[src/rtl/demux_frame_if.sv]
// Bit-serial demux bus: interleaved input line plus recovered channel bytes and status pulses.
interface demux_frame_if;
    logic       b;
    logic       b_valid;
    logic       sync;
    logic [7:0] b0;
    logic [7:0] b1;
    logic       b_out_valid;
    logic       abort;
    logic       busy;
    logic       parity_err;

    modport master (
        output b, b_valid, sync,
        input  b0, b1, b_out_valid, abort, busy, parity_err
    );

    modport slave (
        input  b, b_valid, sync,
        output b0, b1, b_out_valid, abort, busy, parity_err
    );
endinterface

[src/rtl/demux_frame.sv]
// Splits an interleaved ch0/ch1 bit stream into two bytes per sync-delimited frame.
// Optional trailing even-parity beat is enabled with `DEMUX_PARITY_EN.
module demux_frame (
    input  logic         clk,
    input  logic         rst,
    demux_frame_if.slave bus
);
    localparam int unsigned KW = 5;
    localparam int unsigned DW = 8;
`ifdef DEMUX_PARITY_EN
    localparam logic [KW-1:0] K_PARITY = KW'(2 * DW);
`else
    localparam logic [KW-1:0] K_LAST_DATA = KW'(2 * DW - 1);
`endif

    typedef enum logic {
        S_IDLE = 1'b0,
        S_RUN  = 1'b1
    } state_t;

    state_t          r_state;
    logic [KW-1:0]   r_k;
    logic [DW-1:0]   r_sr0;
    logic [DW-1:0]   r_sr1;
    logic [DW-1:0]   r_b0;
    logic [DW-1:0]   r_b1;
    logic            r_out_valid;
    logic            r_abort;
`ifdef DEMUX_PARITY_EN
    logic            r_parity_err;
    logic            w_parity_ok;
`else
    logic            w_last_data;
`endif
    logic [DW-1:0]   w_sr0_shift;
    logic [DW-1:0]   w_sr1_shift;
    logic            w_start;

    // LSB-first: new bit enters at the MSB so the first bit ends up in bit 0.
    assign w_sr0_shift = {bus.b, r_sr0[DW-1:1]};
    assign w_sr1_shift = {bus.b, r_sr1[DW-1:1]};
    assign w_start     = bus.b_valid & bus.sync;
`ifdef DEMUX_PARITY_EN
    assign w_parity_ok = ((^{r_sr0, r_sr1}) == bus.b);
`else
    assign w_last_data = (r_k == K_LAST_DATA);
`endif

    always_ff @(posedge clk) begin
        if (rst) begin
            r_state     <= S_IDLE;
            r_k         <= '0;
            r_sr0       <= '0;
            r_sr1       <= '0;
            r_b0        <= '0;
            r_b1        <= '0;
            r_out_valid <= 1'b0;
            r_abort     <= 1'b0;
`ifdef DEMUX_PARITY_EN
            r_parity_err <= 1'b0;
`endif
        end else begin
            r_out_valid <= 1'b0;
            r_abort     <= 1'b0;
`ifdef DEMUX_PARITY_EN
            r_parity_err <= 1'b0;
`endif
            if (w_start) begin
                // A sync beat is always beat 0; in RUN it discards the frame in progress.
                r_abort <= (r_state == S_RUN);
                r_state <= S_RUN;
                r_k     <= KW'(1);
                r_sr0   <= w_sr0_shift;
            end else if (bus.b_valid && (r_state == S_RUN)) begin
`ifdef DEMUX_PARITY_EN
                if (r_k == K_PARITY) begin
                    if (w_parity_ok) begin
                        r_b0        <= r_sr0;
                        r_b1        <= r_sr1;
                        r_out_valid <= 1'b1;
                    end else begin
                        r_parity_err <= 1'b1;
                    end
                    r_state <= S_IDLE;
                    r_k     <= '0;
                end else
`endif
                begin
                    if (r_k[0]) begin
                        r_sr1 <= w_sr1_shift;
                    end else begin
                        r_sr0 <= w_sr0_shift;
                    end
                    r_k <= r_k + KW'(1);
`ifndef DEMUX_PARITY_EN
                    // Last data beat is always ch1, so publish its shifted value directly.
                    if (w_last_data) begin
                        r_b0        <= r_sr0;
                        r_b1        <= w_sr1_shift;
                        r_out_valid <= 1'b1;
                        r_state     <= S_IDLE;
                        r_k         <= '0;
                    end
`endif
                end
            end
        end
    end

    assign bus.b0          = r_b0;
    assign bus.b1          = r_b1;
    assign bus.b_out_valid = r_out_valid;
    assign bus.abort       = r_abort;
    assign bus.busy        = (r_state == S_RUN);
`ifdef DEMUX_PARITY_EN
    assign bus.parity_err  = r_parity_err;
`else
    assign bus.parity_err  = 1'b0;
`endif

endmodule

[src/flat_wrapper.sv]
// flat-port wrapper written by rule: the top's interface ports become plain ports
module demux_frame_flat 
  (clk, rst, bus_b, bus_b_valid, bus_sync, bus_b0, bus_b1, bus_b_out_valid, bus_abort, bus_busy, bus_parity_err);
  demux_frame_if bus_i ();
  input  logic clk;
  input  logic rst;
  input wire logic [$bits(bus_i.b)-1:0] bus_b;
  input wire logic [$bits(bus_i.b_valid)-1:0] bus_b_valid;
  input wire logic [$bits(bus_i.sync)-1:0] bus_sync;
  output wire logic [$bits(bus_i.b0)-1:0] bus_b0;
  output wire logic [$bits(bus_i.b1)-1:0] bus_b1;
  output wire logic [$bits(bus_i.b_out_valid)-1:0] bus_b_out_valid;
  output wire logic [$bits(bus_i.abort)-1:0] bus_abort;
  output wire logic [$bits(bus_i.busy)-1:0] bus_busy;
  output wire logic [$bits(bus_i.parity_err)-1:0] bus_parity_err;
  assign bus_i.b = bus_b;
  assign bus_i.b_valid = bus_b_valid;
  assign bus_i.sync = bus_sync;
  assign bus_b0 = bus_i.b0;
  assign bus_b1 = bus_i.b1;
  assign bus_b_out_valid = bus_i.b_out_valid;
  assign bus_abort = bus_i.abort;
  assign bus_busy = bus_i.busy;
  assign bus_parity_err = bus_i.parity_err;
  demux_frame u_core (.clk(clk), .rst(rst), .bus(bus_i));
endmodule
[config.mk]
export PLATFORM = sky130hd
export DESIGN_NAME = demux_frame_flat
export DESIGN_NICKNAME = d
export VERILOG_FILES = /design/src/rtl/demux_frame_if.sv /design/src/rtl/demux_frame.sv /design/src/flat_wrapper.sv
export SDC_FILE = /design/constraint.sdc
export NUM_CORES = 1
export LEC_CHECK = 0
export CELL_PAD_IN_SITES_DETAIL_PLACEMENT = 0
export CELL_PAD_IN_SITES_GLOBAL_PLACEMENT = 2
export CORE_UTILIZATION = 36
export CTS_BUF_LIST = sky130_fd_sc_hd__clkbuf_2 sky130_fd_sc_hd__clkbuf_4 sky130_fd_sc_hd__clkbuf_8
export CTS_CLUSTER_SIZE = 24
export DETAILED_ROUTE_END_ITERATION = 10
export GPL_TIMING_DRIVEN = 0
export PLACE_DENSITY_LB_ADDON = 0.1
export SETUP_SLACK_MARGIN = 0.5
export SYNTH_ARGS = -nofsm -noshare
export SYNTH_HDL_FRONTEND = slang
export SYNTH_SLANG_ARGS = --single-unit
[constraint.sdc]
create_clock -name clk -period 3.65 [get_ports clk]
set_input_delay 0.365 -clock clk [delete_from_list [all_inputs] [get_ports clk]]
set_output_delay 0.365 -clock clk [all_outputs]
set_load 0.01 [all_outputs]
==> flow_summary.yaml <==
run_status:
  status: "finished, final reports clean"
setup_path:
  worstPathCellList: "clkdlybuf4s50_1"
  crit_fanout: 9
  critPathTopFamily: "buffers and inverters"
  reg2reg_depth: 7
  critPathKind: "register to output pin"
  worst-path-stages: 1
  required_ns: 3.28
  crit_arrival_ns: 1.35
  cp-end-kind: "output pin"
  path_buf_inv: 1
  cp_slowest_cell: "clkdlybuf4s50_1"
  cp_slowest_stage_delay_ns: 0.59
  worst_setup_path_start_kind: "register"
logic_synthesis:
  synth_common_cells: "dfxtp_1 (39), nor2_1 (29), mux2i_1 (24)"
  synth-async-reset-ratio: 0
  synth_top_area_cell: "dfxtp_1"
  synthMostInstantiatedCell: "dfxtp_1"
  ys.flop_type: "dfxtp_1"
  synthesis.area_um2: 1510
  syn_area_per_cell_um2: 9.72
  syn-num-nets: 161
  synth_area_leaders: "dfxtp_1 (52%), mux2i_1 (16%), nor2_1 (7.2%), nand2_1 (5.0%), a21oi_1 (4.0%)"
  synth_edf_count: 0
  ys_seq_elements: 39
  syn_inst: 155
  synth.yosys.seq_area_share: 0.518
  synth_cell_types: 26
  synth_top_area_share: 0.518
  synth-warning-count: 0
power:
  power_density_nw_per_um2: 418
  p_leak_nw: 0.829
  p_clk_frac: 0.407
  comb_power_share: 0.044
  vdd_drop_max_mv: 0.229
  internal_power_mw: 0.623
  p_switching_mw: 0.165
  power.share.switching: 0.209
  seqPwrFrac: 0.549
global_routing:
  grt_pass1_wl_um: 4790
  grt_max_degree: 12
  grt-ovfl-total: 0
  antenna_found_initial: 0
  grt_pass1_vias: 990
  grt_usage: 0.150
placed_design:
  port_buffers: 21
  placed_cells: 226
  hpwl_um: 1960
  gp_congestion: 0.705
timing:
  timing.final.crit_share: 0.469
  max_freq_mhz: 584
  rsz0062_at_grt: "false"
  tightest_slew_ns: 0.523
  whs_ns: 0.427
  fin_skew_ns: 0.00181
  maxSlewViolCount: 0
  setup_viol: 0
  finalHoldViolCount: 0
  max_slew_margin: 0.650
  final.setup.tns_ns: 0
  period_needed_ns: 1.71
clocking:
  numCtsBuffers: 5
  cts_resized: 0
  post_cts_buffers: 0
  cts_hold_buf: 0
  insertion_delay_ns: 0.28
  cts.sinks: 39
  clk_path_buf_depth: 2
  cts_tree: "yes"
  htreeDepth: 2
  clk_pin_slew_worst_paths_ns: 0.07
  clockRootBuffer: "clkbuf_8"
die:
  die_area_um2: 4450
  row_count: 23
  fp.dieH_um: 66.7
  pin_count: 25
  start_util: 0.377
  coreArea_um2: 4000
  die_x_um: 66.7
routing:
  vias_per_cell: 4.59
  drc: 0
  first_pass_iters: 4
  postRouteAntennaNets: 0
  vias: 1073
  drtIter0Drc: 92
  routed_wl_um: 2900
  avgRoutedWirePerCell_um: 12.4
cells_and_area:
  layout-drive-gt1-share: 0.0924
  regArea_um2: 781
  fin_nets: 189
  n_fill_cell: 394
  multi_input_area_um2: 642
  fin_util: 0.471
  syn_to_final_growth_pct: 25.0
  antenna_cells: 0
  fin_cells: 234
hold_path:
  hold_depth: 3
  min_path_type: "input pin to register"
run:
  maxCapViolations: 0
-- layout by cell type (no fill, tap or decap), drive strengths merged --
| cell | n |
|---|---|
| ha | 1 |
| nor2b | 1 |
| clkbuf | 13 |
| inv | 2 |
| nand2 | 21 |
| clkdlybuf4s50 | 21 |
| mux2i | 24 |
| a31oi | 1 |
| a21oi | 12 |
| dfxtp | 39 |
| conb | 1 |
| buf | 5 |
| nor3b | 1 |
| o21ai | 3 |
| nor3 | 1 |
| xnor2 | 1 |
| or2 | 1 |
| and3 | 2 |
| a22oi | 1 |
| nand3 | 2 |
| and4bb | 1 |
| nand4b | 1 |
| nor2 | 29 |
-- power groups by stage --
stage                     sequential [mW]  clock (mW)  combinational [mW]
final                               0.432       0.320              0.0350
after global routing                0.432       0.349              0.0395
after CTS                           0.432       0.334              0.0357
after detailed placement            0.442           0              0.0355
after global placement              0.442           0              0.0353
after floorplan                     0.441           0              0.0242
-- through the flow --
step / area [um2] / worst slack (ns) / power (mW)
after floorplan: 1510 / 2.26 / 0.465
after global placement: 1780 / 1.73 / 0.477
after detailed placement: 1780 / 1.71 / 0.477
after CTS: 1880 / 1.92 / 0.801
after global routing: 1880 / 1.86 / 0.821
final: 1880 / 1.94 / 0.787
-- kinds of logic after synthesis --
family,count (synthesis),share of synthesized area
mux,24,0.159
xor+xnor,1,0.00582
other cells,1,0.00249
buf+inv,12,0.0556
compound gates,17,0.0665
simple gates,60,0.184
fa+ha+maj,1,0.00830
flops,39,0.518
-- cell type report --
class / instances / share of cell area
clock buffers: 8 / 0.0551
flip-flops and latches: 39 / 0.415
well taps: 50 / 0.0332
multi-input cells: 104 / 0.341
repair buffers: 21 / 0.112
inverters: 2 / 0.00399
plain buffers: 10 / 0.0405
-- sequential cells by signal (all words and copies together) (netlist names) --
name / count
u_core.bus.busy: 1
u_core.bus.b1: 8
u_core.r_sr0: 8
u_core.r_sr1: 7
u_core.bus.abort: 1
u_core.bus.b0: 8
u_core.r_k: 5
u_core.bus.b_out_valid: 1
-- per-layer routing --
| metal | global-route usage | routed length, um | up-vias |
|---|---|---|---|
| li1 | - | - | 568 |
| met1 | 0.188 | 1410 | 486 |
| met2 | 0.240 | 1370 | 17 |
| met3 | 0.0514 | 102 | 2 |
| met4 | 0.0479 | 20 | 0 |
| met5 | 0 | 0 | - |
-- path summary, 6_finish.rpt --
check                                     start          endpoint  slack (ns)
worst max-delay path            u_core.bus.busy          bus_busy        1.94
worst min-delay path                bus_b_valid  u_core.bus.abort        0.43
worst max register to register    u_core.r_k[0]  u_core.bus.b0[6]        2.16
worst min register to register    u_core.r_k[4]     u_core.r_k[4]        0.45
Power figures use the tool's default switching activity.
